## src/rtl/vpu_cmd_issue_gate.sv

```systemverilog
// vpu_cmd_issue_gate: holds one decoded command until its guarding timing counter reads zero,
// issues it downstream and reloads that counter. Optional macro VPU_ISSUE_STALL_CNT_EN adds stall_cnt_o.
`timescale 1ns/1ps

module vpu_cmd_issue_gate #(
  parameter int unsigned CNTR_WIDTH = 4,
  parameter int unsigned NUM_CNTR   = 4,
  parameter int unsigned CMD_WIDTH  = 8,
  parameter int unsigned SEL_WIDTH  = (NUM_CNTR > 1) ? $clog2(NUM_CNTR) : 1
) (
  input  logic                           clk,
  input  logic                           rst,
  input  logic                           cmd_valid_i,
  output logic                           cmd_ready_o,
  input  logic [CMD_WIDTH-1:0]           cmd_i,
  input  logic [SEL_WIDTH-1:0]           cmd_sel_i,
  input  logic [CNTR_WIDTH-1:0]          cmd_delay_i,
  output logic                           issue_valid_o,
  input  logic                           issue_ready_i,
  output logic [CMD_WIDTH-1:0]           issue_cmd_o,
  output logic [NUM_CNTR-1:0]            cntr_reset_cmd_o,
  output logic [NUM_CNTR*CNTR_WIDTH-1:0] cntr_reset_value_o,
  input  logic [NUM_CNTR-1:0]            cntr_is_zero_i
`ifdef VPU_ISSUE_STALL_CNT_EN
  ,
  output logic [15:0]                    stall_cnt_o
`endif
);

  typedef enum logic [1:0] {
    S_IDLE  = 2'd0,
    S_WAIT  = 2'd1,
    S_ISSUE = 2'd2
  } state_t;

  state_t                  state, state_nxt;
  logic                    accept;
  logic                    guard_zero;
  logic [CMD_WIDTH-1:0]    cmd_q;
  logic [SEL_WIDTH-1:0]    sel_q;
  logic [CNTR_WIDTH-1:0]   delay_q;

  always_ff @(posedge clk or posedge rst) begin
    if (rst) begin
      state   <= S_IDLE;
      cmd_q   <= '0;
      sel_q   <= '0;
      delay_q <= '0;
    end else begin
      state <= state_nxt;
      if (accept) begin
        cmd_q   <= cmd_i;
        sel_q   <= cmd_sel_i;
        delay_q <= cmd_delay_i;
      end
    end
  end

  // A select with no matching lane (sel >= NUM_CNTR) is unguarded: it reads as zero.
  always_comb begin
    guard_zero = 1'b1;
    for (int unsigned i = 0; i < NUM_CNTR; i++) begin
      if (sel_q == SEL_WIDTH'(i)) guard_zero = cntr_is_zero_i[i];
    end
  end

  always_comb begin
    state_nxt = state;
    accept    = 1'b0;
    case (state)
      S_IDLE: begin
        if (cmd_valid_i) begin
          accept    = 1'b1;
          state_nxt = S_WAIT;
        end
      end
      S_WAIT: begin
        if (guard_zero) state_nxt = S_ISSUE;
      end
      S_ISSUE: begin
        if (issue_ready_i) state_nxt = S_IDLE;
      end
      default: state_nxt = S_IDLE;
    endcase
  end

  assign cmd_ready_o   = (state == S_IDLE);
  assign issue_valid_o = (state == S_ISSUE);
  assign issue_cmd_o   = cmd_q;

  // Reload lane is driven only while issuing; the strobe additionally needs the handshake.
  always_comb begin
    cntr_reset_cmd_o   = '0;
    cntr_reset_value_o = '0;
    for (int unsigned i = 0; i < NUM_CNTR; i++) begin
      if ((state == S_ISSUE) && (sel_q == SEL_WIDTH'(i))) begin
        cntr_reset_cmd_o[i]                          = issue_ready_i;
        cntr_reset_value_o[i*CNTR_WIDTH +: CNTR_WIDTH] = delay_q;
      end
    end
  end

`ifdef VPU_ISSUE_STALL_CNT_EN
  always_ff @(posedge clk or posedge rst) begin
    if (rst) begin
      stall_cnt_o <= '0;
    end else if ((state == S_WAIT) && !guard_zero && (stall_cnt_o != 16'hFFFF)) begin
      stall_cnt_o <= stall_cnt_o + 16'd1;
    end
  end
`endif

endmodule

```

## config.mk

```make
export PLATFORM = sky130hd
export DESIGN_NAME = vpu_cmd_issue_gate
export DESIGN_NICKNAME = d
export VERILOG_FILES = /design/src/rtl/vpu_cmd_issue_gate.sv
export SDC_FILE = /design/constraint.sdc
export NUM_CORES = 1
export LEC_CHECK = 0
export BUFFER_PORTS_ARGS = -buffer_cell sky130_fd_sc_hd__buf_2
export CORE_MARGIN = 4
export CORE_UTILIZATION = 45
export CTS_CLUSTER_SIZE = 24
export DETAILED_ROUTE_END_ITERATION = 10
export PLACE_DENSITY = 0.8
export SETUP_SLACK_MARGIN = 0.5
export SLEW_MARGIN = 20
export SYNTH_ARGS = -nofsm -noshare
export SYNTH_HDL_FRONTEND = slang
export SYNTH_SLANG_ARGS = --single-unit
export TNS_END_PERCENT = 50
```

## constraint.sdc

```tcl
create_clock -name clk -period 2.55 [get_ports clk]
set_input_delay 0.255 -clock clk [delete_from_list [all_inputs] [get_ports clk]]
set_output_delay 0.255 -clock clk [all_outputs]
set_load 0.02 [all_outputs]
```

Word level (Yosys, flattened, before mapping)
Cells that the tools add are included.

storage, ports and cells
  flip-flop bits (word level) = 16
  output and inout bits = 30
  bits of input ports = 22
  logic and storage cells = 37

cells by class
  equal/unequal tests = 8
  multiplexer cells = 18
  reductions and logical operators = 7

operators with widths
  operator            count
  $mux 4              4
  $mux 1              10
  $eq 2x2->1 const B  3
  $mux 2              3
  $pmux 2 s3          1
  $eq 2x1->1 const B  2
  $logic_and 1x1->1   4
  $logic_not 2->1     2
  $ne 2x2->1 const B  2
  $reduce_and 3->1    1
  $ne 2x1->1 const B  1

Logic depth before layout (Yosys ltp)
  word-level depth = 7
  depth in mapped cells = 5
  depth with buffers taken out = 3

Least setup slack after synthesis
Ideal clock, no wire load.

  path type = register to output
  from = register state[0]
  to = output cntr_reset_cmd_o[0]
  path slack = 1.010 ns
  stages on the path, launching flop included = 4
  data required time = 2.295 ns
  data arrival time = 1.285 ns
  path buffers = 0
  cells stage by stage = dfrtp_1 -> and2b_2 -> nor3b_1 -> and2_1

between the ends
  longest elaborated chain between the ends = 3

RTL lines
  what                    line  source
  start, declared         36    state_t state, state_nxt;
  start signal, assigned  50    state <= state_nxt;
  $eq 2x2->1              --
  via issue_valid_o       18    output logic issue_valid_o,
  $logic_and 1x1->1       96    if ((state == S_ISSUE) && (sel_q == SEL_WIDTH'(i))) begin
  $mux 1                  96
  end, declared           21    output logic [NUM_CNTR-1:0] cntr_reset_cmd_o,

The timed path passes the listed nets, and every way through them passes these cells.

Worst setup path after layout
  from = register state[0]
  to = output cntr_reset_value_o[3]

between the ends
  longest elaborated chain between the ends = 3

RTL lines
  what               line  source
  $eq 2x2->1         96
  $logic_and 1x1->1  96
  $mux 4             96
  end, declared      22    output logic [NUM_CNTR*CNTR_WIDTH-1:0] cntr_reset_value_o,

Every way passes these cells.

==> impl_metrics.json <==
{
  "synth_mux_area_frac": 0.246,
  "synth-seq-area-share": 0.458,
  "antenna_found_initial": 0,
  "die_y_um": 52.1,
  "setup_viol": 0,
  "clock_path_buffers": 2,
  "cts_buffers": 3,
  "path_clk_slew_ps": 80,
  "path_buf_inv": 1,
  "place.gp.congestion": 0.700,
  "cts.sinks": 16,
  "end_kind": "output port",
  "total_power_mw": 1.30,
  "setup.worst_path.start": "state[0]",
  "p_per_area_nw_per_um2": 1130,
  "peakVddDrop_v": 0.000700,
  "reg2regPathDepth": 3,
  "drt_wl_total_mm": 1.83,
  "grt_pass1_vias": 618,
  "fin_worst_skew_ps": 0.902,
  "wl_per_cell_um": 12.5,
  "dr.first_iter.drc_count": 10,
  "yosysWarnings": 0,
  "ys_types": 22,
  "std_cell_rows": 15,
  "drv_slew": 0,
  "final_util": 0.646,
  "cts_hold_buf": 0,
  "synth_compound_area_frac": 0.0215,
  "ioPinCount": 52,
  "hold_violations": 0,
  "vias": 676,
  "syn_area_um2": 873,
  "synth.avg_cell_area_um2": 12.5,
  "fillers": 147,
  "synth_top_family_by_area": "multiplexers",
  "grt_overflow": 0,
  "r2r_slack_ps": 1200,
  "relSlewSlack": 0.604,
  "fin_crit_ps": 1790,
  "crit_path_top_delay_cell": "dfrtp_1",
  "synth_fa_ha_area_frac": 0,
  "fp.dieW_um": 52.1,
  "syn_to_final_growth_pct": 31.9,
  "drc": 0,
  "crit_path_max_incr_delay_ps": 430,
  "synth_top_area_frac": 0.458,
  "r2r-start": "state[1]",
  "finalSetupTns_ps": 0,
  "layout-drive-gt1-share": 0.595,
  "track_usage": 0.139,
  "yosys.area_share.simple": 0.229,
  "fin_nets": 145,
  "core_area_um2": 1780,
  "crit_type": "reg -> out",
  "grt_max_degree": 17,
  "ys_seq_elements": 16,
  "via_per_inst": 4.63,
  "syn-num-nets": 92,
  "ys_top_cells_by_area": "dfrtp_1 46%, mux2_4 17%, and2_1 14%, mux2_2 5.2%, buf_12 2.3%",
  "netlist_instances": 70,
  "cap_violations": 0,
  "post-place-cells": 143,
  "crit_path_start_kind": "flop",
  "yosys.area_share.xor_xnor": 0,
  "final_common_cell": "buf_2",
  "initial_core_util": 0.490,
  "cp_max_fo": 6,
  "htree_levels": 1,
  "rsz0062_at_grt": "no",
  "fmax_mhz": 559,
  "tightest_slew_ps": 593,
  "worstReg2RegEnd": "issue_cmd_o[0]",
  "dr.pass1.iters": 3,
  "period_share": 0.702,
  "status": "finished, final reports clean",
  "whs_ps": 30.9,
  "instances_no_fill": 146,
  "n_antenna_cell": 0,
  "hold_path.class": "in -> async",
  "path_cells": "and2b_2 -> nor3b_2 -> and2_1 -> buf_2",
  "cts-root-buf": "clkbuf_4",
  "grt_pass1_wl_mm": 2.77,
  "clock_latency_ps": 270,
  "ant_nets": 0,
  "cts_tree": "built",
  "port_buffers": 51,
  "cp_data_required_time_ps": 2300,
  "p_leak_nw": 0.649,
  "arrival_ps": 1540,
  "layout_common_cells": "51 x buf_2, 20 x and2_1, 16 x dfrtp_1, 10 x mux2_4, 4 x mux2_2",
  "path_delay_family": "simple AND/OR/NAND/NOR gates",
  "yosysTopAreaCell": "dfrtp_1",
  "die_area_um2": 2710
}
-- worst register-to-register path: cells and delay by family, from the launching register on --
| family | cells | cell delay, ps |
|---|---|---|
| AND/OR/NAND/NOR | 2 | 440 |
| flip-flops | 1 | 430 |
| multiplexers | 1 | 370 |
-- cells in the mapped netlist --
library cell,instances
and2_1,20
and2_4,1
and2b_2,1
and3_1,1
and3b_1,2
buf_12,1
buf_6,1
clkbuf_1,1
dfrtp_1,16
inv_1,1
mux2_2,4
mux2_4,10
mux2i_1,2
nand2_1,1
nor2_1,1
nor2_2,1
nor3_1,1
nor3b_1,1
o21a_1,1
o21ai_0,1
o22ai_1,1
or2b_1,1
-- flip-flops by register name (all words and copies together), names as in the netlist --
signal / cells
sel_q: 2
state: 2
delay_q: 4
issue_cmd_o: 8
-- cell families after synthesis --
kind of cell | count (synthesis)
AND/OR/NAND/NOR | 31
multiplexers | 16
flip-flops | 16
AO/OA/AOI/OAI | 3
buffers and inverters | 4
-- metrics by stage --
step | instance area, um^2 | setup WS (ps)
final | 1150 | 760
after global routing | 1150 | 645
after CTS | 1150 | 577
after detailed placement | 1120 | 890
after global placement | 1120 | 940
after floorplan | 873 | 1010
-- worst max path at each step --
stage,cells after the start,end
6_report,4,cntr_reset_value_o[3]
5_1_grt,4,cntr_reset_value_o[3]
4_1_cts,4,cntr_reset_value_o[3]
3_5_place_dp,4,cntr_reset_value_o[3]
3_3_place_gp,4,cntr_reset_value_o[3]
2_1_floorplan,3,cntr_reset_cmd_o[0]
-- power breakdown --
group	switching [mW]	leakage, nW	total [mW]	internal (mW)
Clock	0.0702	0.0138	0.125	0.0547
Sequential	0.121	0.189	0.504	0.384
Combinational	0.331	0.446	0.675	0.343
-- layer usage --
layer / share of wire / up-vias / global-route usage
met5: 0 / - / 0
met4: 0.011 / 0 / 0.0786
met3: 0.098 / 2 / 0.0258
met2: 0.51 / 30 / 0.238
met1: 0.38 / 303 / 0.159
li1: - / 341 / -
-- cell type report --
class / count / area [um^2] / area share
Clock buffer: 3 / 22.5 / 0.0195
Inverter: 1 / 3.75 / 0.00326
Multi-Input combinational cell: 50 / 439 / 0.381
Sequential cell: 16 / 400 / 0.347
Tap cell: 25 / 31.3 / 0.0271
Timing Repair Buffer: 51 / 255 / 0.221
-- what timing repair did --
item	4_1_cts	5_1_grt
resized for setup	0	1
setup buffers	0	0
endpoints found under the hold margin	0	0
endpoints found under the setup margin	0	5
No activity file was read; power rests on OpenSTA's default activity.
